===== config.mk =====
export PLATFORM = sky130hd
export DESIGN_NAME = armored_fec_mon
export DESIGN_NICKNAME = d
export VERILOG_FILES = /design/src/rtl/armored_pkg.sv /design/src/rtl/armored_fec_mon_lane.sv /design/src/rtl/armored_fec_mon.sv
export SDC_FILE = /design/constraint.sdc
export NUM_CORES = 1
export LEC_CHECK = 0
export CORE_UTILIZATION = 25
export CTS_CLUSTER_SIZE = 25
export DETAILED_ROUTE_END_ITERATION = 8
export PLACE_DENSITY = 0.45
export SLEW_MARGIN = 20
export SYNTH_ARGS = -nofsm -noshare
export SYNTH_HDL_FRONTEND = slang
export SYNTH_SLANG_ARGS = --single-unit

===== constraint.sdc =====
create_clock -name clk -period 3.5 [get_ports clk]
set_input_delay 0.7 -clock clk [delete_from_list [all_inputs] [get_ports clk]]
set_output_delay 0.7 -clock clk [all_outputs]
set_load 0.02 [all_outputs]

===== src/rtl/armored_pkg.sv =====
// rtl/armored_pkg.sv - shared types and constants for the armored FEC lock monitor
package armored_pkg;

    typedef enum logic {
        HUNT   = 1'b0,
        LOCKED = 1'b1
    } lane_state_e;

    localparam int WFAIL_W = 4;
    localparam logic [WFAIL_W-1:0] WFAIL_MAX = '1;

    localparam int GOOD_W = 8;

endpackage


===== src/rtl/armored_fec_mon_lane.sv =====
// rtl/armored_fec_mon_lane.sv - one lane: lock FSM, good-run, window-fail and stat counters
module armored_fec_mon_lane
    import armored_pkg::*;
#(
    parameter int CNT_WIDTH    = 16,
    parameter int FAIL_THRESH  = 4,
    parameter int GOOD_TO_LOCK = 64
) (
    input  logic                 clk,
    input  logic                 aclr_n,
    input  logic                 valid_i,
    input  logic                 fix_i,
    input  logic                 fail_i,
    input  logic                 clr_stats_i,
    input  logic                 wrap_i,
    output logic                 locked_o,
    output logic                 locked_d_o,
    output logic                 lock_lost_o,
    output logic [CNT_WIDTH-1:0] fix_cnt_o,
    output logic [CNT_WIDTH-1:0] fail_cnt_o
);

    localparam logic [GOOD_W-1:0]  GOOD_LAST = GOOD_W'(GOOD_TO_LOCK - 1);
    localparam logic [WFAIL_W-1:0] THRESH    = WFAIL_W'(FAIL_THRESH);

    lane_state_e          state_q, state_d;
    logic [GOOD_W-1:0]    good_q, good_d;
    logic [WFAIL_W-1:0]   wf_q, wf_d;
    logic                 lost_q, lost_d;
    logic [CNT_WIDTH-1:0] fix_q, fix_d;
    logic [CNT_WIDTH-1:0] fail_q, fail_d;

    logic                 fail_ev;
    logic                 fix_ev;
    logic [WFAIL_W-1:0]   wf_base;
    logic [WFAIL_W-1:0]   wf_inc;

    // Next-state for lock FSM and its counters; a fail on the wrap cycle lands in the new window
    always_comb begin
        fail_ev = valid_i & fail_i;
        fix_ev  = valid_i & fix_i & ~fail_i;
        wf_base = wrap_i ? '0 : wf_q;
        wf_inc  = (fail_ev && wf_base != WFAIL_MAX) ? wf_base + WFAIL_W'(1) : wf_base;
        state_d = state_q;
        good_d  = good_q;
        wf_d    = wf_inc;
        lost_d  = 1'b0;
        case (state_q)
            HUNT: begin
                if (fail_ev) begin
                    good_d = '0;
                end else if (valid_i) begin
                    if (good_q == GOOD_LAST) begin
                        state_d = LOCKED;
                        good_d  = '0;
                    end else begin
                        good_d = good_q + GOOD_W'(1);
                    end
                end
            end
            LOCKED: begin
                if (fail_ev && wf_inc >= THRESH) begin
                    state_d = HUNT;
                    lost_d  = 1'b1;
                    wf_d    = '0;
                end
            end
            default: state_d = HUNT;
        endcase
    end

    // Saturating statistics; clear beats a coincident event
    always_comb begin
        fix_d  = fix_q;
        fail_d = fail_q;
        if (clr_stats_i) begin
            fix_d  = '0;
            fail_d = '0;
        end else begin
            if (fix_ev && fix_q != '1)
                fix_d = fix_q + CNT_WIDTH'(1);
            if (fail_ev && fail_q != '1)
                fail_d = fail_q + CNT_WIDTH'(1);
        end
    end

    // Lane state registers
    always_ff @(posedge clk or negedge aclr_n) begin
        if (!aclr_n) begin
            state_q <= HUNT;
            good_q  <= '0;
            wf_q    <= '0;
            lost_q  <= 1'b0;
            fix_q   <= '0;
            fail_q  <= '0;
        end else begin
            state_q <= state_d;
            good_q  <= good_d;
            wf_q    <= wf_d;
            lost_q  <= lost_d;
            fix_q   <= fix_d;
            fail_q  <= fail_d;
        end
    end

    assign locked_o    = (state_q == LOCKED);
    assign locked_d_o  = (state_d == LOCKED);
    assign lock_lost_o = lost_q;
    assign fix_cnt_o   = fix_q;
    assign fail_cnt_o  = fail_q;

endmodule


===== src/rtl/armored_fec_mon.sv =====
// rtl/armored_fec_mon.sv - multi-lane armored decoder lock and error-statistics monitor
module armored_fec_mon
    import armored_pkg::*;
#(
    parameter int LANES        = 4,
    parameter int CNT_WIDTH    = 16,
    parameter int WINDOW_LOG2  = 10,
    parameter int FAIL_THRESH  = 4,
    parameter int GOOD_TO_LOCK = 64,
    parameter int TARGET_CHIP  = 0
) (
    input  logic                       clk,
    input  logic                       aclr_n,
    input  logic [LANES-1:0]           din_valid,
    input  logic [LANES-1:0]           din_fix,
    input  logic [LANES-1:0]           din_fail,
    input  logic                       clr_stats,
    output logic [LANES-1:0]           lane_locked,
    output logic                       all_locked,
    output logic [LANES-1:0]           lock_lost,
    output logic [LANES*CNT_WIDTH-1:0] fix_cnt,
    output logic [LANES*CNT_WIDTH-1:0] fail_cnt
);

    logic [WINDOW_LOG2-1:0] win_q;
    logic                   wrap;
    logic                   all_locked_q;
    logic [LANES-1:0]       locked_nxt;
    logic                   unused_target_chip;

    assign unused_target_chip = (TARGET_CHIP != 0);
    assign wrap               = &win_q;

    // Shared free-running window counter; wraps naturally at all-ones
    always_ff @(posedge clk or negedge aclr_n) begin
        if (!aclr_n)
            win_q <= '0;
        else
            win_q <= win_q + WINDOW_LOG2'(1);
    end

    // Registered AND of next-cycle lane lock so it lines up with lane_locked
    always_ff @(posedge clk or negedge aclr_n) begin
        if (!aclr_n)
            all_locked_q <= 1'b0;
        else
            all_locked_q <= &locked_nxt;
    end

    assign all_locked = all_locked_q;

    for (genvar l = 0; l < LANES; l++) begin : g_lane
        armored_fec_mon_lane #(
            .CNT_WIDTH    (CNT_WIDTH),
            .FAIL_THRESH  (FAIL_THRESH),
            .GOOD_TO_LOCK (GOOD_TO_LOCK)
        ) u_lane (
            .clk         (clk),
            .aclr_n      (aclr_n),
            .valid_i     (din_valid[l]),
            .fix_i       (din_fix[l]),
            .fail_i      (din_fail[l]),
            .clr_stats_i (clr_stats),
            .wrap_i      (wrap),
            .locked_o    (lane_locked[l]),
            .locked_d_o  (locked_nxt[l]),
            .lock_lost_o (lock_lost[l]),
            .fix_cnt_o   (fix_cnt[l*CNT_WIDTH +: CNT_WIDTH]),
            .fail_cnt_o  (fail_cnt[l*CNT_WIDTH +: CNT_WIDTH])
        );
    end

endmodule


==> results by group, run 1 <==
Worst setup path
  • Worst Path Max Fanout: 14
  • Setup crit start kind: flop
  • Req. time, crit path: 3.84 ns
  • Delay-heaviest family, CP: simple AND/OR/NAND/NOR gates
  • Max stage delay cell, worst path: o311ai_0
  • Worst r2r src: win_q[0]$_DFF_PN0_
  • CP startpoint: win_q[0]$_DFF_PN0_
  • WP buf/inv: 0
  • CP Data Arrival Time: 3.28 ns
  • Kind of critical path: reg2reg
  • Worst path cell trace: ha_1 -> nand4_1 -> or3_1 -> and2_1 -> ha_1 -> o311ai_0 -> o311ai_0 -> o21ai_1 -> nor4bb_2
  • Worst Setup End Kind: flop
  • CP peak stage delay: 0.49 ns

Routing
  • Final WL: 26.1 mm
  • DR vias/cell: 4.75
  • Remaining DRCs: 11
  • Drt pass-1 iters: 9
  • Antenna-violating nets left: 0
  • Routed vias: 8,430
  • 1st-iter DRT viols: 352
  • DR WL/cell: 14.7 µm

STA
  • Final Hold Viols: 0
  • Fin Hold WS: 0.223 ns
  • Final Max Tran Viols: 0
  • Slew @ Worst Pin: 0.949 ns
  • Slew headroom: 35.9%
  • Setup ws final: 0.568 ns
  • Final Setup Violations: 0
  • RSZ-0062 raised after global routing: no
  • Final Cycle Share: 83.8%
  • Max Clk Rate: 341 MHz
  • Total negative slack: 0 ns
  • Minimum clock period: 2.93 ns
  • Skew final: 0.00957 ns

Clock network
  • Clock buffer depth: 2
  • CTS tree: built
  • H-tree lvl count: 4
  • Setup bufs post-CTS: 0
  • # clock sinks: 195
  • Post-CTS Resized: 0
  • CTS root buf: clkbuf_16
  • CTS hold repair buffers: 0
  • Total CTS buffers: 17
  • Reg clk slew, reported paths: 0.07 ns
  • Skew-Pair Late Insertion Delay: 0.44 ns

Power
  • P per Cell Area: 403 nW/µm²
  • Internal power: 3830 µW
  • Logic pwr share: 12.8%
  • Net Switching: 1440 µW
  • Clock power frac: 38.9%
  • Sequential Power Share: 48.3%
  • Final Power: 5270 µW
  • Switching power share of the total: 27.3%
  • Pleak: 0.00533 µW
  • Max IR drop VDD: 0.294 mV

Synth
  • Area leader, netlist: dfrtp_1
  • Part of the Yosys area used for sequential elements: 46.8%
  • Synth Area per Inst: 9.53 µm²
  • Seq cells post-synth: 195
  • EDFF count, synth: 0
  • Synth top area cells: dfrtp_1, nor2_1, xor2_1
  • Synth Flop Type: dfrtp_1
  • Yosys Warn Count: 0
  • Async set-or-reset flop fraction in the synthesized netlist: 100%
  • Syn Nets: 1,125
  • Post-synth top area share: 46.8%
  • Yosys cell types: 67
  • Syn Inst Count: 1,093
  • Synthesized area: 10,400 µm²

Layout
  • # fillers: 4,247
  • Multi-input gate area: 5210 µm²
  • Register area: 4880 µm²
  • Final Non-Filler Cells: 1,774
  • # diodes: 0
  • Layout cells sized above 1: 6.52%
  • Synth-to-Final Area Change: 25.3%
  • # nets final: 1,262

Global route
  • Met3 GRT Util: 2.62%
  • Most Crowded Layer GR: met2
  • GRT Resource Usage Total: 12.6%
  • Largest net degree at the start of global routing: 68
  • Initial antenna violation count: 0
  • First-pass GRT wire length: 42.9 mm
  • Grt ovf: 0
  • Number of global-route vias before repair: 8,210
  • GR Layer Usage met1: 17.2%
  • GRT met2 Usage: 20.1%

Place
  • Post-DP HPWL: 18.4 mm
  • RePlAce Congestion: 0.785
  • Buffers on Ports: 151
  • Pre-CTS setup slack: 0.578 ns
  • Inst Count DP: 1,743

Floorplanning
  • Number of I/O pins: 152
  • Row count: 74
  • Initial core utilization: 25.4%
  • Die width: 206 µm
  • Die Height: 206 µm
  • Die ar.: 42,500 µm²
  • Core area: 41,000 µm²

Flow run
  • Total of max-cap violations: 0

Run status
  • Failing checks: design-rule violations
  • Outcome: complete, but fails checks

Min path
  • Hold Path Class: in2async
==> synthesized netlist by cell type (all sizes together) (4+ instances only) <==
cell type    n
a211oi      13
a21oi       51
a22oi        4
a31o         4
a41o         4
and2        25
and3        31
and4        16
buf         20
clkbuf      25
dfrtp      195
ha          17
inv         25
mux2i       27
nand2       73
nand2b      17
nand3       52
nand3b       8
nand4       22
nor2       141
nor2b        6
nor3        30
nor3b        7
nor4        13
o2111ai     11
o211ai      16
o21a         4
o21ai       66
o21ba        4
o311ai       5
o31ai        8
o41ai        4
or2          8
or3         16
or3b         4
or4          6
xnor2       34
xor2        53
==> cell usage in the layout, fill, tap and decap left out, types with 27 or more instances in the layout <==
master and count:
nand2_1 73, nor2_1 141, dfrtp_1 195, clkdlybuf4s50_1 149, xor2_1 53, mux2i_1 27
o21ai_0 62, nand3_1 51, and3_1 29, a21oi_1 49, nor3_1 27, xnor2_1 34
==> per-layer routing <==
metal / part of all wire (%) / routed length (µm)
met1: 50 / 13000
met2: 46 / 12000
met3: 3.0 / 782
met4: 1.1 / 291
met5: 0 / 0
==> stage by stage <==
| stage | util, % | area, µm² |
|---|---|---|
| 2_1_floorplan | - | 10400 |
| 6_report | 31.8 | 13100 |
| 5_1_grt | 31.8 | 13100 |
| 4_1_cts | 31.8 | 13100 |
| 3_3_place_gp | 30.4 | 12500 |
| 3_5_place_dp | 30.4 | 12500 |
==> final cells by class <==
class | count | share of cell area [%]
multi-input cells | 828 | 39.9
flip-flops and latches | 195 | 37.4
repair buffers | 163 | 12.4
well taps | 532 | 5.10
clock buffers | 19 | 3.39
clock inverters | 12 | 1.21
inverters | 25 | 0.718
==> flip-flops by register name, summed over array words and instances, names as in the netlist <==
register	count
g_lane.u_lane.good_q	32
g_lane.u_lane.locked_o	4
g_lane.u_lane.fix_cnt_o	64
all_locked	1
win_q	10
g_lane.u_lane.fail_cnt_o	64
g_lane.u_lane.lock_lost_o	4
g_lane.u_lane.wf_q	16
==> kinds of logic after synthesis <==
| family | share of synthesized area [%] |
|---|---|
| adder cells (fa/ha/maj) | 2.04 |
| XOR/XNOR | 7.31 |
| multiplexers | 2.92 |
| flip-flops | 46.8 |
| AO/OA/AOI/OAI | 13.5 |
| buffers and inverters | 3.21 |
| AND/OR/NAND/NOR | 24.2 |
==> final timing paths <==
path | cells past startpoint | to | slack (ns)
max in group asynchronous | 2 | g_lane[2].u_lane.good_q[3]$_DFFE_PN0P_ | 2.36
hold reg to reg | 1 | win_q[0]$_DFF_PN0_ | 0.47
setup / recovery | 9 | all_locked$_DFF_PN0_ | 0.57
min in group clk | 1 | win_q[0]$_DFF_PN0_ | 0.47
hold / removal | 1 | g_lane[1].u_lane.fix_cnt_o[10]$_DFFE_PN0P_ | 0.22
setup reg to reg | 9 | all_locked$_DFF_PN0_ | 0.57
==> power by group through the flow <==
| stage | Combinational (µW) | Clock (µW) | Sequential (µW) |
|---|---|---|---|
| finish | 676 | 2050 | 2540 |
| floorplan | 472 | 0 | 2550 |
| detailed placement | 689 | 0 | 2580 |
| global route | 781 | 2240 | 2560 |
| CTS | 690 | 2150 | 2540 |
| global placement | 672 | 0 | 2590 |
(Power assumes the default switching activity.)
==> run 2: changes to the inputs <==
clock period = 2.78 ns   (was 3.5 ns; I/O delays follow)
==> results by group, run 2 (synthesized netlist as in run 1, its figures left out) <==
Layout
  • Final Non-Filler Cells: 1,800
  • Commonest non-fill, non-tap cell in the layout: dfrtp_1
  • # diodes: 0
  • Layout cells sized above 1: 8.68%
  • # nets final: 1,287
  • Most frequent cells in the layout: dfrtp_1, clkdlybuf4s50_1, nor2_1
  • Synth-to-Final Area Change: 28.1%

Worst setup path
  • Worst Setup End Kind: flop
  • Req. time, crit path: 3.10 ns
  • Worst Path Max Fanout: 16
  • CP startpoint: win_q[0]$_DFF_PN0_
  • Worst r2r src: win_q[0]$_DFF_PN0_
  • Kind of critical path: reg2reg
  • CP Data Arrival Time: 2.92 ns
  • Setup crit start kind: flop
  • R2R Setup Slk: 0.18 ns

STA
  • Skew final: 0.0163 ns
  • RSZ-0062 raised after global routing: no
  • Setup ws final: 0.180 ns
  • Slew @ Worst Pin: 0.928 ns
  • Total negative slack: 0 ns
  • Final Max Tran Viols: 0
  • Final Hold Viols: 0
  • Final Cycle Share: 93.5%
  • Minimum clock period: 2.60 ns
  • Max Clk Rate: 385 MHz
  • Final Setup Violations: 0
  • Slew headroom: 37.3%

Clock network
  • # clock sinks: 195
  • CTS root buf: clkbuf_16
  • H-tree lvl count: 4
  • Reg clk slew, reported paths: 0.07 ns
  • Skew-Pair Late Insertion Delay: 0.44 ns
  • CTS tree: built
  • Clock buffer depth: 2
  • Total CTS buffers: 17
  • CTS hold repair buffers: 0

Global route
  • Largest net degree at the start of global routing: 84
  • GRT Resource Usage Total: 12.8%
  • GRT met2 Usage: 20.3%
  • Met3 GRT Util: 2.68%
  • Initial antenna violation count: 0
  • First-pass GRT wire length: 43.5 mm
  • Grt ovf: 0
  • GR Layer Usage met1: 17.3%
  • Number of global-route vias before repair: 8,343
  • Most Crowded Layer GR: met2

Min path
  • Hold Path Class: in2async

Routing
  • DR WL/cell: 14.7 µm
  • Routed vias: 8,571
  • DR vias/cell: 4.76
  • Antenna-violating nets left: 0
  • 1st-iter DRT viols: 355
  • Final WL: 26.4 mm
  • Drt pass-1 iters: 6
  • Remaining DRCs: 12

Place
  • Post-DP HPWL: 18.5 mm
  • Buffers on Ports: 151
  • Inst Count DP: 1,767
  • Pre-CTS setup slack: 0.0916 ns
  • RePlAce Congestion: 0.790

Floorplanning
  • Core area: 41,000 µm²
  • Die Height: 206 µm
  • Number of I/O pins: 152
  • Die ar.: 42,500 µm²
  • Initial core utilization: 25.4%
  • Row count: 74
  • Die width: 206 µm

Power
  • Pleak: 0.00547 µW
  • Max IR drop VDD: 0.393 mV
  • P per Cell Area: 513 nW/µm²

Run status
  • Outcome: complete, but fails checks
  • Failing checks: design-rule violations

Flow run
  • Total of max-cap violations: 0
## run 2: changes by cell type in the layout (fill, tap and decap cells not counted), sizes merged
| cell | before | now |
|---|---|---|
| buf | 13 | 38 |
| bufinv | 3 | 5 |
| clkinv | 5 | 2 |
| clkinvlp | 3 | 6 |
| inv | 26 | 25 |
## run 2: worst paths after layout
path,depth (start not counted),to
worst max-delay path,10,all_locked$_DFF_PN0_
worst min-delay path,1,g_lane[1].u_lane.fix_cnt_o[6]$_DFFE_PN0P_
worst max register to register,10,all_locked$_DFF_PN0_
worst min register to register,1,win_q[0]$_DFF_PN0_
max in group asynchronous,2,g_lane[2].u_lane.good_q[2]$_DFFE_PN0P_
min in group clk,1,win_q[0]$_DFF_PN0_
## run 2: area by class of cell
class                           instances  area, µm²
Sequential cell                       195       4880
Fill cell                            4274      27700
Tap cell                              532        666
Timing Repair Buffer                  188       1840
Inverter                               25       93.8
Clock inverter                         13        209
Multi-Input combinational cell        828       5230
Clock buffer                           19        433
## run 2: timing repair
action	CTS	global route
buffers inserted	0	1
setup endpoints to repair	0	9
resized for setup	0	5
## run 2: through the flow
step                hold WS [ns]  power [µW]  util (%)  instance area [µm²]
global route               0.144        7230      32.5                13300
floorplan                  0.260        3810         -                10400
CTS                        0.126        6980      32.5                13300
finish                     0.115        6840      32.5                13300
detailed placement         0.461        4140      30.9                12700
global placement           0.460        4120      30.9                12700
## run 2: metal layers
metal / part of all wire (%) / vias up / wire length (µm)
li1: - / 4230 / -
met1: 50 / 4210 / 13100
met2: 46 / 115 / 12300
met3: 2.7 / 16 / 704
met4: 1.3 / 0 / 343
met5: 0 / - / 0
## run 2: worst max-delay path, stage by stage (launching register included)
cell and delay (ns):
dfrtp_1 0.38, ha_2 0.21, nand4_1 0.11, or3_4 0.37, buf_4 0.21, and2_1 0.19
ha_1 0.24, o311ai_1 0.15, nor3_1 0.14, o32a_1 0.32, nor4bb_2 0.17
## run 2: where the power goes
part | switching (µW) | total, µW | internal, µW
clock network | 1160 | 2760 | 1600
logic | 494 | 876 | 382
registers | 187 | 3210 | 3020
total | 1840 | 6840 | 5000
